File: src/rtl/input_debouncer.sv
// input_debouncer
// Per-channel button/switch debouncer. Every din bit is brought into the
// clock domain by a two-flop synchroniser. It then has its own stability
// counter, so channels never share timing. dout only follows sync once the
// new level has held for STABLE_CYCLES consecutive cycles.
//
// Build option: define DEBOUNCE_EDGE_EN to get the registered rise / fall /
// any_change pulses. Without it those ports are tied to 0 and no edge
// registers are built. dout timing is the same in both builds.
module input_debouncer #(
    parameter int WIDTH         = 13,
    parameter int STABLE_CYCLES = 100000,
    parameter int CNT_W         = $clog2(STABLE_CYCLES)
) (
    input  logic             clk,
    input  logic             rst,
    input  logic [WIDTH-1:0] din,
    output logic [WIDTH-1:0] dout,
    output logic [WIDTH-1:0] rise,
    output logic [WIDTH-1:0] fall,
    output logic             any_change
);

    // Terminal count. The counter stops here, so it can never wrap.
    localparam logic [CNT_W-1:0] CNT_LAST = CNT_W'(STABLE_CYCLES - 1);

    logic [WIDTH-1:0] sync_meta;
    logic [WIDTH-1:0] sync_stable;
    logic [WIDTH-1:0] qualify;
    logic [CNT_W-1:0] cnt [WIDTH];

    // Two-flop synchroniser for the raw asynchronous inputs
    always_ff @(posedge clk or posedge rst) begin
        if (rst) begin
            sync_meta   <= '0;
            sync_stable <= '0;
        end else begin
            sync_meta   <= din;
            sync_stable <= sync_meta;
        end
    end

    // A channel qualifies when it still differs from dout at the terminal count
    always_comb begin
        qualify = '0;
        for (int i = 0; i < WIDTH; i++) begin
            qualify[i] = (sync_stable[i] != dout[i]) && (cnt[i] == CNT_LAST);
        end
    end

    // Independent per-channel stability counters, cleared on match or acceptance
    always_ff @(posedge clk or posedge rst) begin
        if (rst) begin
            for (int i = 0; i < WIDTH; i++) begin
                cnt[i] <= '0;
            end
        end else begin
            for (int i = 0; i < WIDTH; i++) begin
                if ((sync_stable[i] == dout[i]) || qualify[i]) begin
                    cnt[i] <= '0;
                end else begin
                    cnt[i] <= cnt[i] + CNT_W'(1);
                end
            end
        end
    end

    // Accept the synchronised level on every qualifying channel (a flip, since it differs)
    always_ff @(posedge clk or posedge rst) begin
        if (rst) begin
            dout <= '0;
        end else begin
            dout <= dout ^ qualify;
        end
    end

`ifdef DEBOUNCE_EDGE_EN
    // Registered one-cycle edge pulses, aligned with the dout update
    always_ff @(posedge clk or posedge rst) begin
        if (rst) begin
            rise       <= '0;
            fall       <= '0;
            any_change <= 1'b0;
        end else begin
            rise       <= qualify & sync_stable;
            fall       <= qualify & ~sync_stable;
            any_change <= |qualify;
        end
    end
`else
    assign rise       = '0;
    assign fall       = '0;
    assign any_change = 1'b0;
`endif

endmodule

File: config.mk
export PLATFORM = sky130hd
export DESIGN_NAME = input_debouncer
export DESIGN_NICKNAME = d
export VERILOG_FILES = /design/src/rtl/input_debouncer.sv
export SDC_FILE = /design/constraint.sdc
export NUM_CORES = 1
export LEC_CHECK = 0
export BUFFER_PORTS_ARGS = -buffer_cell sky130_fd_sc_hd__buf_2
export CAP_MARGIN = 20
export CORE_MARGIN = 1.5
export CORE_UTILIZATION = 55
export CTS_CLUSTER_SIZE = 40
export DETAILED_ROUTE_END_ITERATION = 6
export GPL_ROUTABILITY_DRIVEN = 0
export PLACE_DENSITY = 0.77
export SYNTH_ARGS = -nofsm -noshare
export SYNTH_HDL_FRONTEND = slang
export SYNTH_SLANG_ARGS = --single-unit
export TNS_END_PERCENT = 50
File: constraint.sdc
create_clock -name clk -period 10 [get_ports clk]
set_input_delay 1 -clock clk [delete_from_list [all_inputs] [get_ports clk]]
set_output_delay 1 -clock clk [all_outputs]
set_load 0.1 [all_outputs]
==> flow_summary.ini <==
[cells_and_area]
design_area_sq_um = 13600
syn_to_final_growth_pct = 10.4
layout_commonest_cell = dfrtp_1
fillers = 1756
mostFrequentLayoutCells = 260 x dfrtp_1, 221 x nor2_1, 119 x xnor2_1, 76 x xor2_1, 73 x nand3_1
nets = 1259
insertedDiodeCount = 0
drive_gt1_share_pct = 8.79
finalNonFillerCells = 1532

[clock_network]
clk_pin_slew_ns = 0.06
clock_latency_ns = 0.54
cts_buffers = 27
cts.sinks = 260
post_cts_buffers = 0
cts_resized = 0
hold_buffers = 0
cts_tree = built
h-tree-depth = 1
root_buffer = clkbuf_16
cts_buffer_depth = 3

[setup_path]
path_class = flop to output pin
max_stage_delay_ns = 0.45
endpoint_kind = output pin
cpMaxStageDelayCell = buf_2
critPathLaunchType = flop
critPathBufInv = 1
crit_required_ns = 9.00
path_max_fanout = 3
crit_family = buffers and inverters
worst-path-stages = 1
crit_path_cell_trace = buf_2
rrSetupSlack_ns = 7.83
critPathArrivalTime_ns = 1.39
worstRegToRegCells = 4

[yosys]
ys_ff_latch = 260
synth_top_area_cell = dfrtp_1
async_flop_share_pct = 100
synthTopCellsByArea = dfrtp_1 53%, xnor2_1 8.5%, nor2_1 6.8%, xor2_1 5.4%, nand4_1 3.6%
synth_area_sq_um = 12300
synth_ff_type = dfrtp_1
yosysSeqAreaShare_pct = 53.0
syn_area_per_cell_sq_um = 10.3
synth_edf_count = 0
netlist_instances = 1190
yosysTopAreaCellShare_pct = 53.0
synth_cell_type_count = 40
yosys_warnings = 0

[timing]
finalSetupTns_ns = 0
tightestPinTransition_ns = 1.09
clock_skew_ns = 0.0185
drv_slew = 0
post-route-period-util_pct = 23.9
relSlewSlack_pct = 27.0
hold_viol_final = 0
fmax_mhz = 418
rsz0062_at_grt = false
min_period_ns = 2.39
whs_ns = 0.345
setup_viol = 0

[place]
post_dp_cell_area_sq_um = 12600
post-place-cells = 1478
dpl.hpwl_um = 13600
io_buffers = 27

[route]
first_iter_violations = 406
vias = 8434
wl_um = 21300
drtAntennaViolNets = 0
viasPerCell = 5.51
drc_errors = 0
wire_per_inst_um = 13.9
first_pass_iters = 4

[power]
vdd_drop_max_mv = 0.133
power_density_nw_per_um2 = 163
leakagePower_nw = 5.62

[floorplanning]
die_w_um = 152
row_count = 54
fp.dieH_um = 152
pin_count = 55
start_util_pct = 56.1
core_sq_um = 21900
dieArea_sq_um = 23200

[grt]
grt_pass1_wl_um = 38100
grt_start_max_net_pins = 97
globalRouteOverflowTotal = 0
antenna_found_initial = 0
first_global_vias = 8374
grtUsageTotal_pct = 18.8

[worst_hold_path]
holdPathStages = 0
worstHoldPathType = flop to flop

[status]
outcome = finished clean

[run]
cap_viol_max_count = 0
[state kept, by name, summed over array words and instances (netlist names), named ones only]
name / cells
sync_meta: 13
cnt: 221
sync_stable: 13
[kinds of logic (layout without fill, tap and decap cells)]
family          after synthesis  after routing  synth area share (%)
simple gates                600            600                  25.2
xor+xnor                    195            195                  13.9
compound gates               34             34                  2.13
mux                          13             13                  1.19
buf+inv                      74            110                  3.24
other cells                   1             27                0.0305
fa+ha+maj                    13             13                  1.33
flops                       260            260                  53.0
[power breakdown]
| part | leakage (nW) | internal (W) | total, W | switching [W] |
|---|---|---|---|---|
| Clock | 0.442 | 0.000589 | 0.00101 | 0.000419 |
| Sequential | 3.54 | 0.00107 | 0.00109 | 0.0000163 |
| Combinational | 1.64 | 0.0000196 | 0.000111 | 0.0000913 |
[worst reg2reg max path, cell delays in order (launching register included)]
cell and delay, ns:
dfrtp_1 0.41, ha_1 0.22, nand3_1 0.27, o31ai_2 0.98
nor2_1 0.13
[metal layers]
| metal | share of wire, % | wire (um) | track usage [%] | up-vias |
|---|---|---|---|---|
| met5 | 0 | 0 | 0 | - |
| met4 | 1.5 | 327 | 4.58 | 0 |
| met1 | 48 | 10100 | 26.2 | 4089 |
| li1 | - | - | - | 4194 |
| met2 | 47 | 10100 | 31.0 | 118 |
| met3 | 3.6 | 773 | 3.01 | 33 |
[final timing paths]
path / start / endpoint
max reg2reg: cnt[119] / cnt[134]
min: sync_meta[11] / sync_stable[11]
min in group asynchronous: rst / cnt[132]
max: flop / dout[3]
max in group asynchronous: rst / cnt[152]
min reg2reg: sync_meta[11] / sync_stable[11]
[stage by stage]
| stage | power, W | util [%] | worst slack [ns] |
|---|---|---|---|
| 3_5_place_dp | 0.00121 | 57.5 | 7.25 |
| 5_1_grt | 0.00229 | 61.9 | 7.54 |
| 4_1_cts | 0.00223 | 61.7 | 7.58 |
| 6_report | 0.00221 | 61.9 | 7.61 |
| 2_1_floorplan | 0.00120 | - | 1.84 |
| 3_3_place_gp | 0.00121 | 57.5 | 7.28 |
[cell type report]
type / count / area (sq um) / area share, %
repair buffers: 33 / 200 / 1.48
flip-flops and latches: 260 / 6510 / 48.0
inverters: 27 / 109 / 0.803
clock buffers: 33 / 748 / 5.52
multi-input cells: 882 / 5470 / 40.4
clock inverters: 17 / 169 / 1.25
well taps: 280 / 350 / 2.59
[synth_stat cells, drive strengths merged (13+ instances only)]
master	instances
a21oi	13
and3	19
and4	20
buf	35
dfrtp	260
ha	13
inv	27
mux2	13
nand2	54
nand3	73
nand4	71
nor2	221
nor3	43
nor4	51
xnor2	119
xor2	76
Power figures use the tool's default switching activity.
